$ cat config.mk
export PLATFORM = sky130hd
export DESIGN_NAME = pipe_mem_arbiter
export DESIGN_NICKNAME = d
export VERILOG_FILES = /design/src/rtl/pipe_mem_arbiter_pkg.sv /design/src/rtl/pipe_mem_arbiter_sat_counter.sv /design/src/rtl/pipe_mem_arbiter.sv
export SDC_FILE = /design/constraint.sdc
export NUM_CORES = 1
export LEC_CHECK = 0
export BUFFER_PORTS_ARGS = -buffer_cell sky130_fd_sc_hd__buf_2
export CAP_MARGIN = 20
export CELL_PAD_IN_SITES_DETAIL_PLACEMENT = 1
export CELL_PAD_IN_SITES_GLOBAL_PLACEMENT = 1
export CORE_MARGIN = 8
export CORE_UTILIZATION = 17
export CTS_CLUSTER_SIZE = 10
export DETAILED_ROUTE_END_ITERATION = 12
export PLACE_DENSITY_LB_ADDON = 0.1
export SLEW_MARGIN = 20
export SYNTH_ARGS = -nofsm -noshare
export SYNTH_HDL_FRONTEND = slang
export SYNTH_HIERARCHICAL = 1
export SYNTH_SLANG_ARGS = --single-unit
$ cat constraint.sdc
create_clock -name clk -period 3.3 [get_ports clk]
set_input_delay 0.66 -clock clk [delete_from_list [all_inputs] [get_ports clk]]
set_output_delay 0.66 -clock clk [all_outputs]
set_load 0.005 [all_outputs]
$ cat src/rtl/pipe_mem_arbiter_pkg.sv
// Shared LC-3b types for the memory arbiter: word/mask typedefs, FSM state
// encoding and the round-robin pick helper.
package pipe_mem_arbiter_pkg;

    typedef logic [15:0] lc3b_word;
    typedef logic [1:0]  lc3b_mem_wmask;

    typedef enum logic [1:0] {
        ARB_IDLE  = 2'd0,
        ARB_GNT_I = 2'd1,
        ARB_GNT_D = 2'd2
    } arb_state_t;

    localparam logic LAST_GNT_I = 1'b0;
    localparam logic LAST_GNT_D = 1'b1;

    // On a tie the port that was not served last wins.
    function automatic arb_state_t arb_pick(input logic i_req,
                                            input logic d_req,
                                            input logic last_gnt);
        arb_state_t pick;
        if (i_req && d_req) begin
            pick = (last_gnt == LAST_GNT_D) ? ARB_GNT_I : ARB_GNT_D;
        end else if (i_req) begin
            pick = ARB_GNT_I;
        end else if (d_req) begin
            pick = ARB_GNT_D;
        end else begin
            pick = ARB_IDLE;
        end
        return pick;
    endfunction

endpackage

$ cat src/rtl/pipe_mem_arbiter_sat_counter.sv
// Saturating up-counter used for the optional per-port stall statistics.
module sat_counter #(
    parameter int W = 16
) (
    input  logic         clk,
    input  logic         rst,
    input  logic         i_inc,
    output logic [W-1:0] o_count
);

    logic [W-1:0] r_count;

    // Count up on i_inc, holding at all-ones.
    always_ff @(posedge clk or posedge rst) begin
        if (rst) begin
            r_count <= '0;
        end else if (i_inc && (r_count != '1)) begin
            r_count <= r_count + {{(W-1){1'b0}}, 1'b1};
        end else begin
            r_count <= r_count;
        end
    end

    assign o_count = r_count;

endmodule

$ cat src/rtl/pipe_mem_arbiter.sv
// Round-robin arbiter muxing the LC-3b fetch and data memory ports onto one
// physical memory port. Optional stall counters: define PIPE_MEM_ARB_STATS_EN.
module pipe_mem_arbiter
    import pipe_mem_arbiter_pkg::*;
#(
    parameter int CNT_W = 16
) (
    input  logic          clk,
    input  logic          rst,
    input  logic          i_mem_read,
    input  lc3b_word      i_mem_address,
    output lc3b_word      i_mem_rdata,
    output logic          i_mem_resp,
    input  logic          d_mem_read,
    input  logic          d_mem_write,
    input  lc3b_mem_wmask d_mem_byte_enable,
    input  lc3b_word      d_mem_address,
    input  lc3b_word      d_mem_wdata,
    output lc3b_word      d_mem_rdata,
    output logic          d_mem_resp,
    output logic          pmem_read,
    output logic          pmem_write,
    output lc3b_mem_wmask pmem_byte_enable,
    output lc3b_word      pmem_address,
    output lc3b_word      pmem_wdata,
    input  lc3b_word      pmem_rdata,
    input  logic          pmem_resp
`ifdef PIPE_MEM_ARB_STATS_EN
    ,
    output logic [CNT_W-1:0] stat_i_stall,
    output logic [CNT_W-1:0] stat_d_stall
`endif
);

    arb_state_t r_state;
    arb_state_t w_next_state;
    logic       r_last_gnt;
    logic       w_next_last_gnt;
    logic       w_i_req;
    logic       w_d_req;

    assign w_i_req = i_mem_read;
    assign w_d_req = d_mem_read | d_mem_write;

    // State and round-robin history; reset leaves last_gnt on D so I wins the first tie.
    always_ff @(posedge clk or posedge rst) begin
        if (rst) begin
            r_state    <= ARB_IDLE;
            r_last_gnt <= LAST_GNT_D;
        end else begin
            r_state    <= w_next_state;
            r_last_gnt <= w_next_last_gnt;
        end
    end

    // Next-state and port muxing; outputs derive from state so reset clears them at once.
    always_comb begin
        w_next_state     = r_state;
        w_next_last_gnt  = r_last_gnt;
        pmem_read        = 1'b0;
        pmem_write       = 1'b0;
        pmem_byte_enable = 2'b00;
        pmem_address     = 16'h0000;
        pmem_wdata       = 16'h0000;
        i_mem_resp       = 1'b0;
        i_mem_rdata      = 16'h0000;
        d_mem_resp       = 1'b0;
        d_mem_rdata      = 16'h0000;
        case (r_state)
            ARB_IDLE: begin
                w_next_state = arb_pick(w_i_req, w_d_req, r_last_gnt);
            end
            ARB_GNT_I: begin
                pmem_read    = i_mem_read;
                pmem_address = i_mem_address;
                if (pmem_resp) begin
                    i_mem_resp      = 1'b1;
                    i_mem_rdata     = pmem_rdata;
                    w_next_state    = ARB_IDLE;
                    w_next_last_gnt = LAST_GNT_I;
                end else begin
                    w_next_state = ARB_GNT_I;
                end
            end
            ARB_GNT_D: begin
                // A simultaneous read+write is served as a write.
                pmem_read        = d_mem_read & ~d_mem_write;
                pmem_write       = d_mem_write;
                pmem_byte_enable = d_mem_byte_enable;
                pmem_address     = d_mem_address;
                pmem_wdata       = d_mem_wdata;
                if (pmem_resp) begin
                    d_mem_resp      = 1'b1;
                    d_mem_rdata     = pmem_rdata;
                    w_next_state    = ARB_IDLE;
                    w_next_last_gnt = LAST_GNT_D;
                end else begin
                    w_next_state = ARB_GNT_D;
                end
            end
            default: begin
                w_next_state = ARB_IDLE;
            end
        endcase
    end

`ifdef PIPE_MEM_ARB_STATS_EN
    logic w_i_stall;
    logic w_d_stall;

    assign w_i_stall = w_i_req & ~i_mem_resp;
    assign w_d_stall = w_d_req & ~d_mem_resp;

    sat_counter #(.W(CNT_W)) u_i_stall_cnt (
        .clk     (clk),
        .rst     (rst),
        .i_inc   (w_i_stall),
        .o_count (stat_i_stall)
    );

    sat_counter #(.W(CNT_W)) u_d_stall_cnt (
        .clk     (clk),
        .rst     (rst),
        .i_inc   (w_d_stall),
        .o_count (stat_d_stall)
    );
`endif

endmodule

==> impl_metrics.csv, run 1 <==
group,metric,value,unit
timing,setup_slack,0.795,ns
drt,drt_iter0_drc,15,
synth,top_cells_by_area_in_the_synthesized_netlist,"and3_1 (23%), and2_1 (15%), a22oi_1 (14%)",
drt,dr.pass1.iters,4,
clocking,clock_sinks,3,
drt,postRouteAntennaNets,0,
clocking,tritoncts,"yes",
synth,synth_warnings,6,
synth,synthDistinctLibCells,21,
timing,worst-slew-pin-transition,0.623,ns
critical_path,critical_path_required,2.64,ns
power_and_ir_drop,max-vdd-ir-drop,0.000276,V
critical_path,timing.reg2reg.setup_slack,1.52,ns
timing,max-slew-margin-rel,0.585,
placed_design,globalplace.congestion,0.706,
drt,post-route-drc-count,0,
global_routing,grt_pass1_wl,7.43,mm
clocking,insertion_delay,0.22,ns
synth,ys_ff_latch,3,
synth,synth_most_common_cell,"and3_1",
cells_and_area,diodes,0,
synth,synthSimpleGateAreaFrac,0.541,
cells_and_area,fraction_of_final_layout_cells_with_drive_strength_greater_than_1,0.582,
synth,synth_compound_gate_area_share,0.189,
power_and_ir_drop,power_density,538,nW/um^2
synth,synth_top_family_by_area,"simple AND/OR/NAND/NOR gates",
timing,final_min_period_over_clock_period,0.759,
synth,yosysSeqAreaShare,0.0887,
cells_and_area,number_of_inserted_filler_cells_in_the_final_layout,706,
power_and_ir_drop,p_total,0.000879,W
synth,synth_xor_area_frac,0,
status,run_status,"complete, no violations",
synth,synth-edff-count,0,
synth,ys.flop_type,"dfrtp_1",
floorplan,placeableCoreArea,5010,sq um
critical_path,critical_path.max_fanout,18,
drt,vias_per_inst,4.35,
drt,route.vias.total,1419,
clocking,htree_levels,1,
synth,post-synth-top-area-fraction,0.233,
clocking,clk_root_buffer_cell,"clkbuf_8",
global_routing,grt_overflow,0,
floorplan,die_area,7600,sq um
synth,post_synth_fa_ha_maj_area_fraction,0.0581,
placed_design,placement.io_buffers,141,
clocking,cts_buffers,3,
global_routing,via_count_of_the_first_global_routing_pass,1560,
global_routing,grt_start_max_net_pins,37,
timing,finalSetupViolCount,0,
floorplan,fp.dieH,87.2,um
power_and_ir_drop,cellLeakagePower,1.11,nW
run,cap_violations,0,
drt,routed_wire_length_per_instance,15.2,um
synth,post_synth_mux_area_share,0,
cells_and_area,areaGrowthSynthToFinish,89.8,%
placed_design,placement.setup.worst_slack,0.979,ns
critical_path,setup.worst_path.end_class,"primary output",
global_routing,grt_antenna_before_repair,0,
critical_path,timing.setup.critical_path_class,"reg -> out",
floorplan,boundaryPins,142,
synth,synthCells,123,
timing,grt_setup_unrepaired,"no",
floorplan,rows,26,
timing,report.final.hold_viol_count,0,
synth,postSynthNetCount,199,
clocking,cts.path.max_buffers,2,
cells_and_area,fin_nets,333,
timing,period_minus_slack,2.50,ns
synth,synth_largest_area_cell,"and3_1",
global_routing,gr-usage-all-layers,0.121,
synth,async_flop_share,1.00,
synth,synth_common_cells,"and3_1 (32), and2_1 (20), a22oi_1 (16), nor2b_1 (16), inv_1 (5)",
hold_path,hold_path_class,"in -> async",
floorplan,die_x,87.2,um
floorplan,floorplan.initialDensity,0.172,
clocking,hold_buffers,0,
critical_path,timing.critical_path.arrival,1.84,ns
clocking,cts.reportedPaths.clkPinSlew,0.03,ns
timing,timing.final.max_slew_violations,0,
timing,finClkSkew,0.00318,ns
synth,syn-mean-instance-area,7.00,sq um
critical_path,number_of_cells_on_the_worst_reg_to_reg_path,5,
drt,drt-total-wl,4.96,mm
timing,sum_of_negative_setup_slack,0,ns
clocking,cts.repair_timing.setup_buffer_count,0,
clocking,post_cts.resized_instances,0,
placed_design,post-dp-hpwl,4.21,mm
synth,netlist_area,861,sq um
timing,achievable-frequency,399,MHz
critical_path,start_kind,"flip-flop",
## kinds of logic after synthesis
kind of cell	after synthesis
simple gates	75
compound gates	21
buf+inv	20
fa+ha+maj	4
flops	3
## cell usage in the layout (no fill, tap or decap), types with 2 or more instances in the layout
cell      count
nand2_1       3
inv_1         5
ha_1          4
buf_2       141
nor2b_1      16
and2_1       20
a22oi_1      16
nor3b_1       2
clkbuf_8      3
buf_4         3
a41o_1        2
dfrtp_1       2
and3_1       32
## flip-flops by register name, indices dropped and copies added, names as in the netlist
| signal | cells |
|---|---|
| r_last_gnt | 1 |
| r_state | 2 |
## worst paths after layout
| path | startpoint | to |
|---|---|---|
| max in group asynchronous | rst | r_last_gnt |
| setup reg to reg | r_state[1] | r_state[0] |
| hold / removal | rst | r_state[1] |
| setup / recovery | r_state[1] | i_mem_rdata[3] |
| min in group clk | r_last_gnt | r_last_gnt |
| hold reg to reg | r_last_gnt | r_last_gnt |
## per-stage QoR
stage	cells	hold slack, ns	area, sq um	utilization
floorplan	123	0.413	861	-
global placement	322	0.523	1590	0.317
detailed placement	322	0.519	1590	0.317
CTS	326	0.311	1630	0.326
global route	326	0.313	1630	0.326
finish	326	0.309	1630	0.326
## report_power, final
group	switching (W)	internal, W
combinational	0.000351	0.000351
sequential	0.0000133	0.0000578
clock	0.0000244	0.0000824
total	0.000388	0.000491
## cell type report
type,count,area (sq um),share of cell area
repair buffers,144,728,0.446
multi-input cells,100,678,0.415
well taps,70,87.6,0.0536
flip-flops and latches,3,76.3,0.0467
clock buffers,4,45.0,0.0276
inverters,5,18.8,0.0115
## worst max-delay path: stages (launching register included)
cell	delay (ns)
dfrtp_1	0.39
inv_1	0.08
ha_1	0.55
buf_4	0.31
and3_1	0.17
buf_2	0.12
## metal layers
metal,share of wire,GRT usage,wire length (um),up-vias
li1,-,-,-,693
met1,0.40,0.128,2000,622
met2,0.44,0.203,2170,100
met3,0.15,0.0689,768,4
met4,0.0038,0.0281,19,0
met5,0,0,0,-
Note: power is estimated with default switching activity, not from simulation.
==> run 2, diff against run 1 <==
Settings changed: CORE_UTILIZATION 17 to 14.
Clock period 3.3 ns to 2.1 ns, I/O delays scaled along.
==> run 2 against run 1 <==
First-iteration DRC count rose by 87%. Core utilization fell by 4.3 points. Combinational power rose by 68%. Via count fell by 1.7%. Die area rose by 17%. Clock skew fell by 0.0021 ns. Non-clock buffer count rose by 3. Critical path depth did not move. Sequential share of layout area fell by 0.12 points. Register-to-register slack got worse by 0.81 ns. Critical path type unchanged. Largest cell class unchanged. Largest power group unchanged. Highest routed layer is now met3.
==> impl_metrics.csv, run 2 (synthesis gave the netlist of run 1 again) <==
group,metric,value,unit
status,run_status,"complete, no violations",
timing,worst-slew-pin-transition,0.480,ns
drt,drt_iter0_drc,28,
drt,route.met2.wl,2.81,mm
critical_path,timing.critical_path.arrival,1.51,ns
clocking,post_cts.resized_instances,0,
critical_path,critPathMaxStageDelay,0.38,ns
cells_and_area,fin_nets,336,
timing,setup_slack,0.173,ns
hold_path,hold_path_class,"in -> async",
cells_and_area,most-common-layout-cells,"buf_2 (141), and3_1 (32), and2_1 (20)",
power_and_ir_drop,power_density,872,nW/um^2
timing,grt_setup_unrepaired,"no",
cells_and_area,max_flop_register,"r_state",
drt,met3RoutedLength,477,um
timing,report.final.hold_viol_count,0,
critical_path,setup.worst_path.end_class,"primary output",
cells_and_area,largest_register_ffs,2,
clocking,htree_levels,1,
clocking,cts_buffers,3,
global_routing,gr-usage-all-layers,0.107,
cells_and_area,diodes,0,
critical_path,number_of_cells_on_the_worst_reg_to_reg_path,5,
critical_path,cp_num_buf_inv,3,
global_routing,grt_start_max_net_pins,37,
clocking,clock_sinks,3,
run,cap_violations,0,
cells_and_area,layout.core_utilization,0.283,
clocking,hold_buffers,0,
critical_path,start_kind,"flip-flop",
power_and_ir_drop,cellLeakagePower,1.13,nW
timing,achievable-frequency,519,MHz
cells_and_area,layout.cells.most_common,"buf_2",
cells_and_area,fraction_of_final_layout_cells_with_drive_strength_greater_than_1,0.587,
drt,route.vias.total,1395,
critical_path,critical_path.max_fanout,12,
power_and_ir_drop,max-vdd-ir-drop,0.000496,V
drt,dr.pass1.iters,4,
clocking,cts.path.max_buffers,2,
timing,period_minus_slack,1.93,ns
critical_path,timing.setup.critical_path_class,"reg -> out",
placed_design,placement.setup.worst_slack,0.368,ns
floorplan,rows,28,
clocking,clk_root_buffer_cell,"clkbuf_8",
cells_and_area,areaGrowthSynthToFinish,94.6,%
drt,drt-total-wl,5.29,mm
clocking,insertion_delay,0.22,ns
critical_path,worstSetupPathDepth,5,
placed_design,placement.io_buffers,141,
timing,timing.final.max_slew_violations,0,
critical_path,crit_path_top_delay_cell,"ha_1",
drt,detail_route.wirelength.met1,2.00,mm
floorplan,die_area,8910,sq um
drt,postRouteAntennaNets,0,
drt,highest_layer,"met3",
critical_path,cp_top_family,"buffers and inverters",
floorplan,die_x,94.4,um
timing,sum_of_negative_setup_slack,0,ns
floorplan,boundaryPins,142,
clocking,cts.reportedPaths.clkPinSlew,0.03,ns
placed_design,post-dp-hpwl,4.50,mm
floorplan,floorplan.initialDensity,0.145,
floorplan,fp.dieH,94.4,um
timing,finClkSkew,0.00107,ns
critical_path,critical_path_required,1.68,ns
global_routing,grt_antenna_before_repair,0,
drt,routed_wire_length_per_instance,15.8,um
critical_path,timing.critical_path.cells,"inv_1, ha_1, buf_4, nor2b_1, buf_2",
global_routing,via_count_of_the_first_global_routing_pass,1479,
timing,final_min_period_over_clock_period,0.918,
timing,finalSetupViolCount,0,
clocking,tritoncts,"yes",
drt,vias_per_inst,4.18,
global_routing,grt_overflow,0,
placed_design,globalplace.congestion,0.716,
global_routing,grt_pass1_wl,7.73,mm
floorplan,placeableCoreArea,5920,sq um
clocking,cts.repair_timing.setup_buffer_count,0,
cells_and_area,reg_top3,"r_state x2, r_last_gnt x1",
drt,post-route-drc-count,0,
timing,max-slew-margin-rel,0.680,
-- run 2: changes by cell type in the layout (fill, tap and decap cells not counted), sizes merged --
cell | previous run | this run
buf | 144 | 147
-- run 2: report_power, final --
| group | internal [W] | switching (W) | total (W) |
|---|---|---|---|
| clock | 0.000130 | 0.0000393 | 0.000169 |
| combinational | 0.000604 | 0.000576 | 0.00118 |
| sequential | 0.0000906 | 0.0000206 | 0.000111 |
-- run 2: cell type report --
class	instances	area, sq um
fill	774	4250
timing repair buffer	147	763
multi-input combinational	100	678
tap	75	93.8
sequential	3	76.3
clock buffer	4	45.0
inverter	5	18.8
-- run 2: path summary, 6_finish.rpt --
| path | from | to | slack, ns |
|---|---|---|---|
| worst min-delay path | rst | r_state[1] | 0.07 |
| max in group asynchronous | rst | r_last_gnt | 1.81 |
| worst max register to register | r_state[0] | r_state[1] | 0.71 |
| worst min register to register | r_last_gnt | r_last_gnt | 0.52 |
| worst max-delay path | r_state[0] | pmem_address[9] | 0.17 |
| min in group clk | i_mem_read | r_state[0] | 0.49 |
-- run 2: routing by layer --
layer  global-route usage  up-vias
met5                    0        -
met4              0.00793        0
met3               0.0373        0
met2                0.200       59
met1                0.117      637
li1                     -      699
-- run 2: worst register-to-register path, cell delays in order, from the launching register on --
cell and delay (ns):
dfrtp_1 0.36, inv_1 0.08, ha_1 0.24, buf_4 0.21, nor3b_1 0.17, a41o_1 0.22
-- run 2: stage by stage --
stage	cell area [sq um]	hold WS [ns]	power (W)	cells
after floorplan	861	0.173	0.000802	123
after global placement	1630	0.292	0.00133	330
after detailed placement	1630	0.291	0.00133	330
after CTS	1680	0.0683	0.00151	334
after global routing	1680	0.0814	0.00162	334
final	1680	0.0710	0.00146	334
==> run 3, diff against run 2 <==
Settings changed: RECOVER_POWER set to 100.
==> run 3 against run 2 <==
Sequential cell count did not move. Global-route usage stayed put. Maximum frequency shrank 0.51%. Largest power group unchanged. Total power down 3.2%. Sequential share of layout area is 0.20 points higher. Clock-buffer cell count is the same. Worst hold slack got worse by 0.00090 ns.
==> impl_metrics.csv, run 3 (synthesis gave the netlist of run 1 again) <==
group,metric,value,unit
status,run_status,"complete, no violations",
power_and_ir_drop,seqPwrFrac,0.079,
clocking,hold_buffers,0,
timing,fin_hold_ws,0.0701,ns
global_routing,grtUsageMet2,0.200,
timing,finClkSkew,0.00115,ns
floorplan,fp.dieH,94.4,um
floorplan,die_area,8910,sq um
hold_path,hold_path_class,"in -> async",
floorplan,die_x,94.4,um
drt,postRouteAntennaNets,0,
drt,vias_per_inst,4.17,
global_routing,globalRouteMet3Util,0.0373,
cells_and_area,reg_top3,"r_state x2, r_last_gnt x1",
global_routing,grt_overflow,0,
global_routing,grt_pass1_wl,7.73,mm
power_and_ir_drop,pwr-share-comb,0.802,
drt,dr.pass1.iters,4,
critical_path,timing.critical_path.arrival,1.52,ns
global_routing,grt_antenna_before_repair,0,
cells_and_area,number_of_inserted_filler_cells_in_the_final_layout,811,
placed_design,globalplace.congestion,0.716,
timing,timing.final.max_slew_violations,0,
clocking,cts.repair_timing.setup_buffer_count,0,
floorplan,rows,28,
cells_and_area,most-common-layout-cells,"buf_2 (84), clkbuf_1 (58), and3_1 (32)",
floorplan,placeableCoreArea,5920,sq um
power_and_ir_drop,max-vdd-ir-drop,0.000497,V
global_routing,via_count_of_the_first_global_routing_pass,1479,
drt,routed_wire_length_per_instance,16.0,um
drt,route.vias.total,1392,
cells_and_area,layout.cells.most_common,"buf_2",
power_and_ir_drop,power.internal,0.000769,W
critical_path,start_kind,"flip-flop",
drt,drt_iter0_drc,30,
timing,period_minus_slack,1.94,ns
global_routing,grt_start_max_net_pins,37,
critical_path,timing.reg2reg.setup_slack,0.71,ns
critical_path,worst_r2r_startpoint,"r_state[0]",
clocking,clk_root_buffer_cell,"clkbuf_8",
timing,finalSetupViolCount,0,
cells_and_area,largest_register_ffs,2,
timing,max-slew-margin-rel,0.675,
cells_and_area,fraction_of_final_layout_cells_with_drive_strength_greater_than_1,0.367,
critical_path,critical_path.max_fanout,12,
floorplan,boundaryPins,142,
critical_path,number_of_cells_on_the_worst_reg_to_reg_path,5,
cells_and_area,max_flop_register,"r_state",
critical_path,timing.setup.critical_path_class,"reg -> out",
cells_and_area,diodes,0,
timing,final_min_period_over_clock_period,0.922,
timing,grt_setup_unrepaired,"no",
timing,worst-slew-pin-transition,0.488,ns
clocking,post_cts.resized_instances,0,
critical_path,setup.worst_path.end_class,"primary output",
floorplan,floorplan.initialDensity,0.145,
global_routing,gr-usage-all-layers,0.107,
global_routing,grt_most_used_layer,"met2",
critical_path,critical_path_required,1.68,ns
clocking,tritoncts,"yes",
run,cap_violations,0,
critical_path,r2r-end,"r_state[1]",
timing,report.final.hold_viol_count,0,
drt,drt-total-wl,5.34,mm
power_and_ir_drop,net-switching-power,0.000644,W
global_routing,use_met1,0.117,
power_and_ir_drop,share_clk_of_total_power,0.119,
clocking,cts_buffers,3,
power_and_ir_drop,switching_share,0.456,
placed_design,placed_area,1630,sq um
clocking,insertion_delay,0.22,ns
cells_and_area,fin_nets,336,
power_and_ir_drop,cellLeakagePower,0.892,nW
clocking,htree_levels,1,
placed_design,post-dp-hpwl,4.50,mm
placed_design,placement.io_buffers,141,
clocking,cts.reportedPaths.clkPinSlew,0.03,ns
cells_and_area,areaGrowthSynthToFinish,86.3,%
timing,achievable-frequency,516,MHz
power_and_ir_drop,power_density,881,nW/um^2
timing,sum_of_negative_setup_slack,0,ns
drt,post-route-drc-count,0,
cells_and_area,final_design_instance_area_without_fill,1600,sq um
clocking,clock_sinks,3,
clocking,cts.path.max_buffers,2,
-- run 3: power by group through the flow --
stage / Clock [W] / Sequential [W] / Combinational [W]
after floorplan: 0 / 0.000106 / 0.000696
after CTS: 0.000173 / 0.000113 / 0.00122
after global placement: 0 / 0.000112 / 0.00122
after global routing: 0.000179 / 0.000116 / 0.00128
after detailed placement: 0 / 0.000112 / 0.00121
final: 0.000168 / 0.000112 / 0.00113
-- run 3: metrics by stage --
stage | std cells | utilization | setup slack (ns) | total power, W
6_report | 334 | 0.271 | 0.163 | 0.00141
5_1_grt | 334 | 0.271 | 0.0216 | 0.00157
3_3_place_gp | 330 | 0.275 | 0.347 | 0.00133
2_1_floorplan | 123 | - | 0.546 | 0.000802
3_5_place_dp | 330 | 0.275 | 0.368 | 0.00133
4_1_cts | 334 | 0.283 | 0.114 | 0.00151
-- run 3: worst max-delay path, stage by stage, from the launching register on --
cell      delay [ns]
dfrtp_1         0.36
inv_1           0.08
ha_1            0.38
buf_4           0.20
nor2b_1         0.14
clkbuf_1        0.14
-- run 3: worst max-delay path by stage --
stage | startpoint | endpoint | slack, ns
3_5_place_dp | r_state[0] | pmem_address[9] | 0.37
6_report | r_state[0] | pmem_address[8] | 0.16
2_1_floorplan | r_state[0] | d_mem_rdata[10] | 0.55
3_3_place_gp | r_state[1] | pmem_address[8] | 0.35
4_1_cts | r_state[1] | pmem_address[9] | 0.11
5_1_grt | r_state[0] | pmem_address[11] | 0.02
-- run 3: area by class of cell --
type | count | area [sq um] | area share
Multi-Input combinational cell | 100 | 678 | 0.423
Sequential cell | 3 | 76.3 | 0.0476
Timing Repair Buffer | 147 | 692 | 0.431
Clock buffer | 4 | 45.0 | 0.0281
Inverter | 5 | 18.8 | 0.0117
Tap cell | 75 | 93.8 | 0.0585
-- run 3: layer usage --
| layer | vias up | part of all wire | routed length [um] |
|---|---|---|---|
| li1 | 699 | - | - |
| met1 | 634 | 0.39 | 2080 |
| met2 | 59 | 0.53 | 2810 |
| met3 | 0 | 0.086 | 457 |
| met4 | 0 | 0 | 0 |
| met5 | - | 0 | 0 |
